==> src/rtl/iluminacao_pkg.sv <==
// Shared types and default timing constants for the multi-zone lighting controller.
// All durations are expressed in 1 ms ticks.
package iluminacao_pkg;

    typedef enum logic [1:0] {
        DESL_AUTO = 2'd0,
        LIG_AUTO  = 2'd1,
        LIG_MAN   = 2'd2,
        DESL_MAN  = 2'd3
    } estado_zona_t;

    localparam int unsigned N_ZONAS_DEF       = 4;
    localparam int unsigned T_DEBOUNCE_MS_DEF = 300;
    localparam int unsigned T_LONGO_MS_DEF    = 5000;
    localparam int unsigned T_APAGA_MS_DEF    = 30000;
    localparam int unsigned W_CNT_DEF         = 16;

endpackage

==> src/rtl/iluminacao_zona.sv <==
// One lighting zone: press-duration classifier, presence off-delay timer and
// the four-state auto/manual FSM. Outputs decode the state register directly.
module iluminacao_zona
    import iluminacao_pkg::*;
#(
    parameter int unsigned T_DEBOUNCE_MS = T_DEBOUNCE_MS_DEF,
    parameter int unsigned T_LONGO_MS    = T_LONGO_MS_DEF,
    parameter int unsigned T_APAGA_MS    = T_APAGA_MS_DEF,
    parameter int unsigned W_CNT         = W_CNT_DEF
) (
    input  logic clk,
    input  logic rst,
    input  logic tick_ms,
    input  logic botao,
    input  logic infra,
    input  logic forca_auto,
    output logic lampada,
    output logic led_manual,
    output logic timer_ativo,
    output logic evento_longo
);

    localparam logic [W_CNT-1:0] TD    = W_CNT'(T_DEBOUNCE_MS);
    localparam logic [W_CNT-1:0] TL    = W_CNT'(T_LONGO_MS);
    localparam logic [W_CNT-1:0] TL_M1 = W_CNT'(T_LONGO_MS - 1);
    localparam logic [W_CNT-1:0] TA_M1 = W_CNT'(T_APAGA_MS - 1);

    estado_zona_t     estado, prox;
    logic [W_CNT-1:0] tp, tc;
    logic             botao_d, longo_feito;
    logic             soltou, ev_l, ev_s, ev_c;

    always_comb begin
        soltou = botao_d & ~botao;
        ev_l   = tick_ms & botao & (tp == TL_M1) & ~longo_feito;
        ev_s   = soltou & (tp > TD) & (tp < TL);
        ev_c   = (estado == LIG_AUTO) & tick_ms & ~infra & (tc == TA_M1);
    end

    // forca_auto swallows any press event of the same cycle
    always_comb begin
        prox = estado;
        if (forca_auto) begin
            prox = DESL_AUTO;
        end else begin
            unique case (estado)
                DESL_AUTO: begin
                    if (ev_l)       prox = DESL_MAN;
                    else if (infra) prox = LIG_AUTO;
                end
                LIG_AUTO: begin
                    if (ev_l)      prox = DESL_MAN;
                    else if (ev_c) prox = DESL_AUTO;
                end
                LIG_MAN: begin
                    if (ev_l)      prox = LIG_AUTO;
                    else if (ev_s) prox = DESL_MAN;
                end
                DESL_MAN: begin
                    if (ev_l)      prox = LIG_AUTO;
                    else if (ev_s) prox = LIG_MAN;
                end
                default: prox = DESL_AUTO;
            endcase
        end
    end

    always_ff @(posedge clk) begin
        if (rst) begin
            estado       <= DESL_AUTO;
            tp           <= '0;
            tc           <= '0;
            botao_d      <= 1'b0;
            longo_feito  <= 1'b0;
            evento_longo <= 1'b0;
        end else begin
            estado       <= prox;
            botao_d      <= botao;
            evento_longo <= ev_l & ~forca_auto;

            if (soltou) begin
                tp          <= '0;
                longo_feito <= 1'b0;
            end else begin
                if (tick_ms && botao && (tp != TL))
                    tp <= tp + 1'b1;
                if (ev_l)
                    longo_feito <= 1'b1;
            end

            if ((estado != LIG_AUTO) || infra || (prox != estado))
                tc <= '0;
            else if (tick_ms)
                tc <= tc + 1'b1;
        end
    end

    always_comb begin
        lampada     = (estado == LIG_AUTO) || (estado == LIG_MAN);
        led_manual  = (estado == LIG_MAN)  || (estado == DESL_MAN);
        timer_ativo = (estado == LIG_AUTO);
    end

endmodule

==> src/rtl/iluminacao_multizona.sv <==
// N-zone automatic/manual lighting controller; tick_ms, forca_auto and rst
// are shared, every zone otherwise runs independently.
module iluminacao_multizona
    import iluminacao_pkg::*;
#(
    parameter int unsigned N_ZONAS       = N_ZONAS_DEF,
    parameter int unsigned T_DEBOUNCE_MS = T_DEBOUNCE_MS_DEF,
    parameter int unsigned T_LONGO_MS    = T_LONGO_MS_DEF,
    parameter int unsigned T_APAGA_MS    = T_APAGA_MS_DEF,
    parameter int unsigned W_CNT         = W_CNT_DEF
) (
    input  logic               clk,
    input  logic               rst,
    input  logic               tick_ms,
    input  logic [N_ZONAS-1:0] botao,
    input  logic [N_ZONAS-1:0] infra,
    input  logic               forca_auto,
    output logic [N_ZONAS-1:0] lampada,
    output logic [N_ZONAS-1:0] led_manual,
    output logic [N_ZONAS-1:0] timer_ativo,
    output logic [N_ZONAS-1:0] evento_longo
);

    for (genvar z = 0; z < N_ZONAS; z++) begin : g_zona
        iluminacao_zona #(
            .T_DEBOUNCE_MS(T_DEBOUNCE_MS),
            .T_LONGO_MS   (T_LONGO_MS),
            .T_APAGA_MS   (T_APAGA_MS),
            .W_CNT        (W_CNT)
        ) u_zona (
            .clk         (clk),
            .rst         (rst),
            .tick_ms     (tick_ms),
            .botao       (botao[z]),
            .infra       (infra[z]),
            .forca_auto  (forca_auto),
            .lampada     (lampada[z]),
            .led_manual  (led_manual[z]),
            .timer_ativo (timer_ativo[z]),
            .evento_longo(evento_longo[z])
        );
    end

endmodule
==> config.mk <==
export PLATFORM = sky130hd
export DESIGN_NAME = iluminacao_multizona
export DESIGN_NICKNAME = d
export VERILOG_FILES = /design/src/rtl/iluminacao_pkg.sv /design/src/rtl/iluminacao_zona.sv /design/src/rtl/iluminacao_multizona.sv
export SDC_FILE = /design/constraint.sdc
export NUM_CORES = 1
export LEC_CHECK = 0
export CAP_MARGIN = 0
export CORE_MARGIN = 2
export CORE_UTILIZATION = 24
export DETAILED_ROUTE_END_ITERATION = 10
export PLACE_DENSITY = 0.49
export REMOVE_ABC_BUFFERS = 1
export SLEW_MARGIN = 20
export SYNTH_ARGS = -nofsm -noshare
export SYNTH_HDL_FRONTEND = slang
export SYNTH_SLANG_ARGS = --single-unit
==> constraint.sdc <==
create_clock -name clk -period 3.6 [get_ports clk]
set_input_delay 0.72 -clock clk [delete_from_list [all_inputs] [get_ports clk]]
set_output_delay 0.72 -clock clk [all_outputs]
set_load 0.02 [all_outputs]
## After elaboration in Yosys (flattened, before gate mapping)

Index checks and enable logic that the tools add are counted.

- Bits in registers: 148
- Bits of input ports: 12
- Output and inout port bits: 16
- Logic and storage cells: 201

- Add/sub/neg operators: 8
- $lt $le $gt $ge: 8
- Eq/ne operators: 32
- Muxes and demuxes: 40
- Bitwise gates (word level): 53
- Reductions and logical operators: 36

Operators by type and width:

| cell | number |
|---|---|
| adder 16 x 1 -> 16 bit, second input constant | 8 |
| 2-to-1 mux 2 bit | 36 |
| == test 16 x 13 -> 1 bit, second input constant | 4 |
| == test 16 x 15 -> 1 bit, second input constant | 4 |
| > comparator 16 x 9 -> 1 bit, second input constant | 4 |
| less-than comparator 16 x 13 -> 1 bit, second input constant | 4 |
| != test 16 x 13 -> 1 bit, second input constant | 4 |
| bitwise AND 1 bit | 40 |
| case mux 2 bit (4 select lines) | 4 |
| == test 2 bit, second input constant | 8 |
| logical OR 1 bit | 16 |
| OR reduction 2 bit | 8 |
| inverter 1 bit | 13 |
| == test 2 x 1 -> 1 bit, second input constant | 4 |
| logical AND 1 bit | 8 |
| logical NOT 2 bit | 4 |
| != test 2 x 1 -> 1 bit, second input constant | 4 |
| != test 2 bit | 4 |

## Depth between registers and ports, before layout

- Depth after elaboration: 11
- Depth in mapped cells: 10

## By module

Synthesis repeated with hierarchy kept, for this count alone.

- Cell total of the unflattened synthesis: 922
- Area, all modules: 8,075.2 µm²

By module, submodules not included:

| module | times used | cells an instance | area each (µm²) | seq. area each (µm²) |
|---|---|---|---|---|
| iluminacao_zona at g_zona[0].u_zona ... | 3 | 229 | 2,021.9 | 740.7 |
| iluminacao_zona at g_zona[3].u_zona | 1 | 235 | 2,009.4 | 740.7 |

## Worst setup path before layout

Ideal clock, no wire load.

- Path kind: input-to-reg
- Start: in tick_ms
- End: reg g_zona[0].u_zona.tc[0]
- Setup time: 0.064 ns
- Arrival time: 2.573 ns
- Required time: 3.536 ns
- Setup slack: 0.963 ns
- Cell stages on the path: 8
- Path buffers: 1
- Path through: and3_1 -> and3_1 -> a41o_2 -> nor3b_1 -> a221o_2 -> or4b_1 -> buf_6 -> nor2_1

- Cells in the longest elaborated chain, start to end: 10
- Elaborated cells on any way between the ends: 16
- Classes of those cells: 1 x eq/ne; 7 x mux; 6 x bitwise; 2 x reduce/logical

Ends and longest elaborated chain:

| what | RTL line | RTL |
|---|---|---|
| start, declared | iluminacao_multizona.sv:14 | `input logic tick_ms,` |
| bitwise AND 1 bit (3 in series) | iluminacao_zona.sv:37 | `ev_c = (estado == LIG_AUTO) & tick_ms & ~infra & (tc == TA_M1);` |
| 2-to-1 mux 2 bit | iluminacao_zona.sv:53 | `else if (ev_c) prox = DESL_AUTO;` |
| 2-to-1 mux 2 bit | iluminacao_zona.sv:52 | `if (ev_l) prox = DESL_MAN;` |
| case mux 2 bit (4 select lines) | iluminacao_zona.sv:46 | `unique case (estado)` |
| 2-to-1 mux 2 bit | iluminacao_zona.sv:43 | `if (forca_auto) begin` |
| != test 2 bit | iluminacao_zona.sv:91 | `if ((estado != LIG_AUTO) \|\| infra \|\| (prox != estado))` |
| logical OR 1 bit | iluminacao_zona.sv:91 |  |
| OR reduction 2 bit (no line) | n/a |  |
| end signal, assigned | iluminacao_zona.sv:94 | `tc <= tc + 1'b1;` |
| end, declared | iluminacao_zona.sv:29 | `logic [W_CNT-1:0] tp, tc;` |

Parallel ways exist; a longest one is shown, timed or not.
A chain may end at the register's enable or synchronous reset.

## Worst setup path after layout

- Start: in tick_ms
- End: reg g_zona[0].u_zona.tc[12]

Same word-level chain as after synthesis.

==> results.ini <==
[status]
status=finished, final reports clean

[place]
gp_congestion=0.840
port_buffers=27
dp_hpwl_um=12600

[routing]
drt_iter0_markers=388
route.vias.total=6482
wl_um=17600
post_drt_via_cell_ratio=4.56
drt-pass1-iter-count=4
ant_nets=0
wl_per_cell_um=12.4
drc=0

[sta]
setup_viol=0
tns_ns=0
drv_slew=0
max_freq_ghz=0.330
maxSlewHeadroom_pct=49.3
worstMarginPinSlew_ns=0.757
period_share_pct=84.2
period_needed_ns=3.03
finalHoldViolCount=0
rsz0062_at_grt=false
holdWs_ns=0.473
finClkSkew_ns=0.0102

[die]
start_util_pct=24.4
rows=66
core_area_sq_mm=0.0326
die_w_um=186
die_h_um=186
fp.dieArea_sq_mm=0.0347
ios=28

[logic_synthesis]
synth-seq-cells=148
synthXorXnorAreaFrac_pct=11.9
ys_seq_area_share_pct=37.2
synthArstFlopShare_pct=0
synth_cells=954
synth_ff_type=dfxtp_1
ys.warnings.count=0
synth_edf_count=0
synth.distinct_cells=85
synth-compound-area-share_pct=10.5
synth_fa_ha_area_share_pct=4.40
muxShareOfSynthArea_pct=0.754
synth_area_per_cell_sq_um=8.35
synth_top_area_share_pct=37.2
yosys-top-cells-area=dfxtp_1, nor2_1, xor2_1, xnor2_1, ha_1
synth_top_family_by_area=simple AND/OR/NAND/NOR gates
synth_top_area_cell=dfxtp_1
synth_area_sq_mm=0.00797
synth-simple-area-share_pct=30.2

[clock_tree]
clock_path_buffers=2
cts.clk_slew.worst_paths_ns=0.06
ctsRootBufferMaster=clkbuf_16
htreeDepth=4
cts_tree=built
clk_latency_ns=0.42
cts_sinks=148
ctsHoldBuffers=0
cts-resized-gates=0
post_cts_buffers=0
cts-buffers-inserted=17

[cells_and_area]
fillers=3482
drive_above_1_share_pct=8.05
layout_commonest_cell=dfxtp_1
register_area_sq_mm=0.00296
area_growth_pct=15.9
diodes=0
nets=1008
layout_common_cells=dfxtp_1, nor2_1, nand2_1
multiInputGateArea_sq_mm=0.00460

[global_routing]
grt_max_degree=22
first_global_vias=6059
grt-ovfl-total=0
track_usage_pct=10.5
antenna_found_initial=0
grt_pass1_wl_um=29600

[setup_path]
crit_family=simple AND/OR/NAND/NOR gates
reg2reg_depth=8
timing.critical_path.mode_cell=nand2_1
r2r_slack_ns=0.71
crit_fanout=10
cp.arrival_ns=3.38
required_ns=3.95
cp_slowest_stage_delay_ns=0.72
start_kind=primary input
cp_cell_sequence=clkdlybuf4s50_1 > nand2_1 > nor4b_4 > nand2_1 > mux2i_1 > a221o_2 > or4b_1 > nor2_1
endpoint_kind=flip-flop
timing.rr.start=g_zona[0].u_zona.tp[0]
critical-path-slowest-cell=or4b_1
worst_r2r_endpoint=g_zona[0].u_zona.tc[12]
critPathBufInv=1
worstSetupPathType=primary input to flip-flop

[power]
p_total_w=0.00372
p_per_area_mw_per_mm2=403
p_leak_nw=3.08
peakVddDrop_mv=0.216

[min_path]
min_to=g_zona[2].u_zona.longo_feito
min_delay_path_depth=2
min_from=g_zona[2].u_zona.longo_feito
hold_path.class=flip-flop to flip-flop

[job]
max-cap-violations=0

-- layer usage --
metal	GRT usage, %	vias to the layer above	wire length (um)
li1	-	3347	-
met3	2.34	18	409
met4	3.81	0	277
met2	16.9	64	8110
met1	13.8	3053	8780
met5	0	-	0
-- cell type report --
cell class              count  area share, %
inverters                  38           1.54
clock buffers              20           4.94
clock inverters            12           1.54
multi-input cells         723           49.8
repair buffers             40           4.12
flip-flops and latches    148           32.1
well taps                 442           5.99
-- logic make-up after synthesis --
group,Yosys count
adder cells (fa/ha/maj),28
AND/OR/NAND/NOR,463
XOR/XNOR,107
flip-flops,148
AO/OA/AOI/OAI,119
buffers and inverters,83
multiplexers,6
-- cells in the mapped netlist, types with 3 or more instances --
library cell and number:
nor2_1 147, nor2b_1 15, nor4b_1 5, inv_1 38
nand2b_1 7, and2_1 8, nand4_1 33, nand2_1 67
a31oi_1 5, a21oi_1 29, nor4bb_1 4, buf_4 17
ha_1 28, o211ai_1 3, nand3_1 37, mux2i_1 6
o21ai_0 31, nor4_1 11, or3_1 19, clkbuf_1 20
a211o_1 4, dfxtp_1 148, buf_6 4, and3_1 25
o31ai_1 4, nor3_1 40, and4_1 11, xor2_1 62
nor3b_1 3, or2_2 8, xnor2_1 44, a211oi_1 3
o21a_1 4, and4b_1 3
-- report_power, final --
part | switching (W) | leakage (nW) | internal (W)
clock network | 0.000746 | 0.281 | 0.00107
logic | 0.000141 | 1.60 | 0.0000962
registers | 0.0000154 | 1.19 | 0.00165
-- how the worst max path moves through the flow --
stage | from | cells past startpoint | endpoint | slack (ns)
after floorplan | tick_ms | 7 | g_zona[0].u_zona.tc[0] | 0.92
after global placement | tick_ms | 8 | g_zona[0].u_zona.tc[8] | 0.18
after detailed placement | tick_ms | 9 | g_zona[3].u_zona.tc[7] | 0.14
after CTS | tick_ms | 8 | g_zona[0].u_zona.tc[12] | 0.59
after global routing | tick_ms | 9 | g_zona[3].u_zona.tc[14] | 0.39
final | tick_ms | 8 | g_zona[0].u_zona.tc[12] | 0.57
-- metrics by stage --
step	instances	worst slack [ns]	cell area, sq um	utilization [%]
final	1423	0.570	9240	28.3
after global routing	1423	0.394	9240	28.3
after CTS	1423	0.592	9240	28.3
after detailed placement	1391	0.139	8640	26.5
after global placement	1391	0.182	8640	26.5
after floorplan	909	0.919	7700	-
-- flip-flops by register name (all words and copies together) (netlist names) --
name	count
g_zona.u_zona.botao_d	4
g_zona.u_zona.estado	8
g_zona.u_zona.evento_longo	4
g_zona.u_zona.longo_feito	4
g_zona.u_zona.tc	64
g_zona.u_zona.tp	64
-- tightest hold or removal path, delay by kind of cell (launching register included) --
family	cells	cell delay, ns
simple gates	2	0.12
flops	1	0.33
No activity file was read; power rests on OpenSTA's default activity.
